$ cat config.mk
export PLATFORM = sky130hd
export DESIGN_NAME = decode_stage
export DESIGN_NICKNAME = d
export VERILOG_FILES = /design/src/rtl/decode_stage.sv
export SDC_FILE = /design/constraint.sdc
export NUM_CORES = 1
export LEC_CHECK = 0
export BUFFER_PORTS_ARGS = -buffer_cell sky130_fd_sc_hd__buf_2
export CAP_MARGIN = 20
export CORE_ASPECT_RATIO = 0.7
export CORE_MARGIN = 2
export CORE_UTILIZATION = 54
export DETAILED_ROUTE_END_ITERATION = 10
export GPL_TIMING_DRIVEN = 0
export PLACE_DENSITY = 0.76
export SYNTH_ARGS = -nofsm -noshare
export SYNTH_HDL_FRONTEND = slang
export SYNTH_SLANG_ARGS = --single-unit
$ cat constraint.sdc
create_clock -name clk -period 20.4 [get_ports clk]
set_input_delay 3.06 -clock clk [delete_from_list [all_inputs] [get_ports clk]]
set_output_delay 3.06 -clock clk [all_outputs]
set_load 0.005 [all_outputs]
$ cat src/rtl/decode_stage.sv
// decode_stage: instruction FIFO, registered decode and HI/LO plus load-use interlocks.
// Define DECODE_ILLEGAL_TRAP_EN to drop undecodable instructions and pulse illegal.
module decode_stage #(
    parameter int DEPTH   = 4,
    parameter int MUL_LAT = 4,
    parameter int PC_W    = 32
) (
    input  logic            clk,
    input  logic            rst,
    input  logic            flush,
    input  logic            in_valid,
    output logic            in_ready,
    input  logic [31:0]     in_instr,
    input  logic [PC_W-1:0] in_pc,
    output logic            out_valid,
    input  logic            out_ready,
    output logic [31:0]     out_instr,
    output logic [PC_W-1:0] out_pc,
    output logic            RegDst,
    output logic            Branch,
    output logic            MemRead,
    output logic            MemtoReg,
    output logic            ALUOp,
    output logic            MULOp,
    output logic            MemWrite,
    output logic            ALUSrc,
    output logic            RegWrite,
    output logic            ShiftSel,
    output logic [5:0]      Func,
    output logic            illegal
);
    localparam int AW = $clog2(DEPTH);

    typedef struct packed {
        logic       regDst;
        logic       branch;
        logic       memRead;
        logic       memtoReg;
        logic       aluOp;
        logic       mulOp;
        logic       memWrite;
        logic       aluSrc;
        logic       regWrite;
        logic       shiftSel;
        logic [5:0] func;
    } ctrlT;

    logic [PC_W+31:0] mem [DEPTH];
    logic [AW:0]      wrPtr, rdPtr;
    logic [31:0]      headInstr;
    logic [PC_W-1:0]  headPc;
    logic [5:0]       opcode, funct;
    logic [4:0]       rs, rt, luReg;
    logic [3:0]       busy;
    logic             headValid, full, push, pop, load, drop, stall, legal, isMul, isMfhilo, luValid;
    ctrlT             dec, ctrlQ;

`ifdef DECODE_ILLEGAL_TRAP_EN
    localparam bit TrapEn = 1'b1;
    always_ff @(posedge clk) illegal <= rst ? 1'b0 : drop;
`else
    localparam bit TrapEn = 1'b0;
    assign illegal = 1'b0;
`endif

    assign headValid = wrPtr != rdPtr;
    assign full = (wrPtr[AW] != rdPtr[AW]) && (wrPtr[AW-1:0] == rdPtr[AW-1:0]);
    assign in_ready = !full;
    assign push = in_valid && in_ready && !flush;
    assign {headPc, headInstr} = mem[rdPtr[AW-1:0]];
    assign opcode = headInstr[31:26];
    assign funct = headInstr[5:0];
    assign rs = headInstr[25:21];
    assign rt = headInstr[20:16];

    always_comb begin
        dec = '0;
        legal = 1'b1;
        case (opcode)
            6'h00: case (funct)
                6'h20, 6'h21, 6'h22, 6'h23, 6'h00, 6'h04, 6'h03, 6'h07, 6'h02, 6'h06, 6'h24,
                6'h25, 6'h26, 6'h27, 6'h2a, 6'h2b, 6'h0b, 6'h0a, 6'h10, 6'h12, 6'h09: begin
                    dec.regDst = 1'b1;
                    dec.aluOp = 1'b1;
                    dec.regWrite = 1'b1;
                    dec.func = funct;
                end
                6'h18, 6'h19, 6'h11, 6'h13, 6'h08: begin
                    dec.aluOp = 1'b1;
                    dec.func = funct;
                end
                default: legal = 1'b0;
            endcase
            6'h1c: case (funct)
                6'h00, 6'h01, 6'h04, 6'h05: begin
                    dec.mulOp = 1'b1;
                    dec.func = funct;
                end
                6'h02: begin
                    dec.mulOp = 1'b1;
                    dec.regWrite = 1'b1;
                    dec.regDst = 1'b1;
                    dec.func = funct;
                end
                default: legal = 1'b0;
            endcase
            // ADDI/ADDIU/ANDI/ORI map their low opcode bits onto the matching R-type funct
            6'h08, 6'h09, 6'h0c, 6'h0d, 6'h0f: begin
                dec.aluOp = 1'b1;
                dec.aluSrc = 1'b1;
                dec.regWrite = 1'b1;
                dec.shiftSel = opcode == 6'h0f;
                dec.func = (opcode == 6'h0f) ? 6'h20 : {3'b100, opcode[2:0]};
            end
            6'h23: begin
                dec.memRead = 1'b1;
                dec.memtoReg = 1'b1;
                dec.aluSrc = 1'b1;
                dec.regWrite = 1'b1;
                dec.aluOp = 1'b1;
                dec.func = 6'h21;
            end
            6'h2b: begin
                dec.memWrite = 1'b1;
                dec.aluSrc = 1'b1;
                dec.aluOp = 1'b1;
                dec.func = 6'h21;
            end
            6'h04, 6'h05: begin
                dec.branch = 1'b1;
                dec.aluOp = 1'b1;
                dec.func = 6'h22;
            end
            default: legal = 1'b0;
        endcase
    end

    assign isMul = legal && ((opcode == 6'h00 && (funct == 6'h18 || funct == 6'h19)) || opcode == 6'h1c);
    assign isMfhilo = opcode == 6'h00 && (funct == 6'h10 || funct == 6'h12);
    // HI/LO reads may issue on the edge where the counter expires, hence > 1 rather than != 0
    assign stall = (isMfhilo && busy > 4'd1) || (luValid && (rs == luReg || rt == luReg));
    assign drop = TrapEn && headValid && !legal && !flush;
    assign load = (!out_valid || out_ready) && headValid && !stall && !flush && !drop;
    assign pop = load || drop;

    always_ff @(posedge clk) if (push) mem[wrPtr[AW-1:0]] <= {in_pc, in_instr};

    always_ff @(posedge clk) begin
        if (rst || flush) begin
            wrPtr <= '0;
            rdPtr <= '0;
        end else begin
            wrPtr <= wrPtr + (AW+1)'(push);
            rdPtr <= rdPtr + (AW+1)'(pop);
        end
    end

    always_ff @(posedge clk) busy <= rst ? 4'd0 : (load && isMul) ? 4'(MUL_LAT) : busy - 4'(busy != 4'd0);

    // Tracks an LW(rt!=0) in the output register so its consumer is held off one slot
    always_ff @(posedge clk) begin
        if (rst || flush) begin
            luValid <= 1'b0;
            luReg <= '0;
        end else if (load) begin
            luValid <= opcode == 6'h23 && rt != 5'd0;
            luReg <= rt;
        end else if (out_ready) begin
            luValid <= 1'b0;
        end
    end

    always_ff @(posedge clk) begin
        if (rst) begin
            out_valid <= 1'b0;
            out_instr <= '0;
            out_pc <= '0;
            ctrlQ <= '0;
        end else if (flush) begin
            out_valid <= 1'b0;
        end else if (load) begin
            out_valid <= 1'b1;
            out_instr <= headInstr;
            out_pc <= headPc;
            ctrlQ <= dec;
        end else if (out_ready) begin
            out_valid <= 1'b0;
        end
    end

    assign {RegDst, Branch, MemRead, MemtoReg, ALUOp, MULOp, MemWrite, ALUSrc, RegWrite, ShiftSel, Func} = ctrlQ;
endmodule

==> parameters.txt <==
Parameter                              Value

Final layout
  NumNets Final    between 1,000 and 1,500
  Most common cell after layout, fill and taps aside    sky130_fd_sc_hd__edfxtp_1
  Post-route non-filler standard cell count    around 1,400
  Count of filler cells inserted in the layout    between 1,500 and 2,000
  Highest-count cells in the layout ignoring fill and taps    sky130_fd_sc_hd__edfxtp_1 (256), sky130_fd_sc_hd__buf_2 (159), sky130_fd_sc_hd__dfxtp_1 (96)
  Finished Cell Area    16,200 um^2
  Fraction of final layout cells with drive strength greater than 1    33.9%
  Synthesis-to-layout area growth    17.7%

Critical path
  Critical path data required time    17.34 ns
  Crit start category    flip-flop
  Maximum fanout count along the critical path    10
  Path type of the worst setup path    reg -> out
  Beginning of the critical path    rdPtr[0]$_SDFF_PP0_
  Beginning of the worst register-to-register path    rdPtr[0]$_SDFF_PP0_
  Worst Reg-to-Reg Cells    14
  Arrival time at the worst endpoint    2.25 ns
  Sort of element at the end of the critical path    output pin

Global route
  Total overflow reported by the global router    0
  Number of global-route vias before repair    between 8,000 and 9,000
  Wire length of the first global-routing pass    between 40,000 and 50,000 um
  Maximum number of pins on one net before global-route repair    38
  Number of antenna violations at the first check in global routing    4
  Overall track demand over capacity in global routing    between 20% and 30%

Run status
  Run status    finished, final reports clean

Synth
  Count of yosys warnings during synthesis    0
  Area share of the largest cell type after synthesis    around 56%
  Syn Inst Count    859
  Post-synthesis async set-or-reset flop share    0%
  Count of flip-flops with a built-in enable after synthesis    around 260
  Net count after synthesis    934
  Number of distinct library cell variants in the gate-level netlist after synthesis    61
  Sequential area share after synthesis    69.7%
  Post-Syn Area    13,800 um^2
  Flop and latch count out of synthesis    between 300 and 400
  Cell type contributing the most total cell area after synthesis    sky130_fd_sc_hd__edfxtp_1
  Post-synth top flop    sky130_fd_sc_hd__edfxtp_1
  Post-synthesis average cell area    16.1 um^2
  Top cells by area, synth    sky130_fd_sc_hd__edfxtp_1 (56%), sky130_fd_sc_hd__dfxtp_1 (14%), sky130_fd_sc_hd__mux4_2 (10%)

Floorplan
  Width of the die    195 um
  CORE AREA    ~25,000 um^2
  Cell Rows    48
  Initial core utilization    between 50% and 60%
  Number of top-level design ports    around 150
  Die boundary height    138 um
  Area of the die    26,800 um^2

Placed design
  Detailed Place HPWL    21,900 um
  Post-DP Area    15,200 um^2
  Number of buffers added on ports    149
  Final weighted congestion in routability-driven placement    roughly 0.86
  Placed instance count    about 1,300

Pwr
  Worst IR Drop VDD    0.0767 mV
  Cell Pwr Density    90.2 nW/um^2
  Leakage power summed over all cells    5.49 nW

Detailed routing
  Total Routed Length    31,900 um
  Antenna viol nets, final    0
  Total number of vias    8,452
  Per-cell routed wire length    22.6 um
  First DRT Iteration DRCs    790
  Remaining routing DRC violations    0
  Via density per instance    5.99
  First-pass iteration count of the detailed router    7

CTS
  Post_cts resized    0
  Source-to-sink clock delay at the later pin of the worst-skew pair    roughly 0.52 ns
  Clock-pin slew on the worst setup and hold paths    about 0.06 ns
  Count of buffers added by post-CTS timing repair for setup    0
  Total of hold buffers inserted after clock tree synthesis    0
  CTS Sinks    352
  H-tree Lvls    2
  Clock buffer count from CTS    34
  Clock Tree Buf Depth    3
  Cell chosen for the clock root    sky130_fd_sc_hd__clkbuf_16
  CTS tree    built

STA
  Actual slew at the worst max-slew pin    between 1 and 1.5 ns
  Summed negative setup slack over all endpoints    0 ns
  Portion of the clock cycle consumed by the worst path in the final layout    26.0%
  Endpoints failing setup    0
  Worst slack on hold paths    0.462 ns
  Maximum clock frequency    188 MHz
  Worst-case clock skew    about 0.016 ns
  Time the worst path needs with I/O delays and setup    5.31 ns
  Tightest slew margin relative to the limit    26.3%
  Final hold violation count    0
  Unrepaired setup endpoints after global routing    no
  Count of pins over their slew limit    0

Job
  Max capacitance violation total    0

Hold path
  Critical hold path startpoint    out_pc[26]$_SDFFE_PP0P_
  Class of the tightest hold or removal check    reg -> reg
  Count of cells along the worst hold path    2
Yosys cell counts (all sizes together), types with 2 or more instances:
cell / number
nor3: 9
a21oi: 87
nand2b: 4
edfxtp: 256
nand4: 3
or3b: 2
nor4: 4
nand3: 68
dfxtp: 96
or4: 5
nand4b: 3
and3b: 2
nor2: 20
o21ai: 84
clkbuf: 32
inv: 6
xor2: 7
nor2b: 3
buf: 32
o21a: 2
or2: 4
ha: 6
nor4b: 2
nand2: 11
a311oi: 3
and3: 2
a211oi: 7
mux4: 64
xnor2: 9
and2: 5
or3: 3
nand3b: 3
a21o: 2
metrics by stage:
stage	setup WS (ns)	total power, mW	util, %
2_1_floorplan	11.86	0.845	-
3_3_place_gp	8.23	0.872	60.1
3_5_place_dp	15.13	0.876	61.0
4_1_cts	15.06	1.47	65.3
5_1_grt	14.93	1.51	65.3
6_report	15.09	1.46	65.3
layout make-up:
| type | count | area (um^2) | area share, % |
|---|---|---|---|
| sequential | 352 | 9610 | 59.2 |
| multi-input combinational | 437 | 3790 | 23.3 |
| timing repair buffer | 164 | 941 | 5.80 |
| clock buffer | 46 | 937 | 5.77 |
| tap | 325 | 407 | 2.51 |
| buffer | 64 | 389 | 2.40 |
| clock inverter | 16 | 134 | 0.825 |
| inverter | 6 | 22.5 | 0.139 |
| antenna | 2 | 5.00 | 0.0308 |
cells by family after synthesis:
group	Yosys count	synth area share, %
buf+inv	70	2.99
flops	352	69.7
other cells	1	0.0272
fa+ha+maj	6	0.544
mux	66	10.6
compound gates	193	8.88
simple gates	155	6.24
xor+xnor	16	1.02
metal layers:
metal | routed length [um] | track usage, % | vias up
li1 | - | - | 3782
met1 | 14000 | 35.3 | 4250
met2 | 14600 | 37.4 | 375
met3 | 2770 | 5.19 | 43
met4 | 497 | 6.36 | 2
met5 | 16 | 0 | -
flip-flops by register name (all words and copies together), names as in the netlist, 3 cells and up:
name,flops
luReg,5
wrPtr,3
Func,6
mem,256
out_pc,32
busy,4
out_instr,32
rdPtr,3
path summary, 6_finish.rpt:
kind / to / slack, ns
worst min register to register: out_pc[26]$_SDFFE_PP0P_ / 0.46
worst max-delay path: in_ready / 15.09
worst max register to register: rdPtr[2]$_SDFF_PP0_ / 16.82
worst min-delay path: out_pc[26]$_SDFFE_PP0P_ / 0.46
report_power, final:
part	switching (mW)	internal [mW]	total [mW]
sequential	0.00625	0.781	0.787
clock	0.263	0.340	0.603
combinational	0.0432	0.0303	0.0735
worst max-delay path: stages, from the launching register on:
cell and delay (ns):
sky130_fd_sc_hd__dfxtp_1 0.36, sky130_fd_sc_hd__buf_6 0.15, sky130_fd_sc_hd__buf_12 0.15, sky130_fd_sc_hd__buf_6 0.20
sky130_fd_sc_hd__buf_2 0.34, sky130_fd_sc_hd__xnor2_1 0.18, sky130_fd_sc_hd__nand3_1 0.17, sky130_fd_sc_hd__buf_2 0.17
No activity file was read; power rests on OpenSTA's default activity.
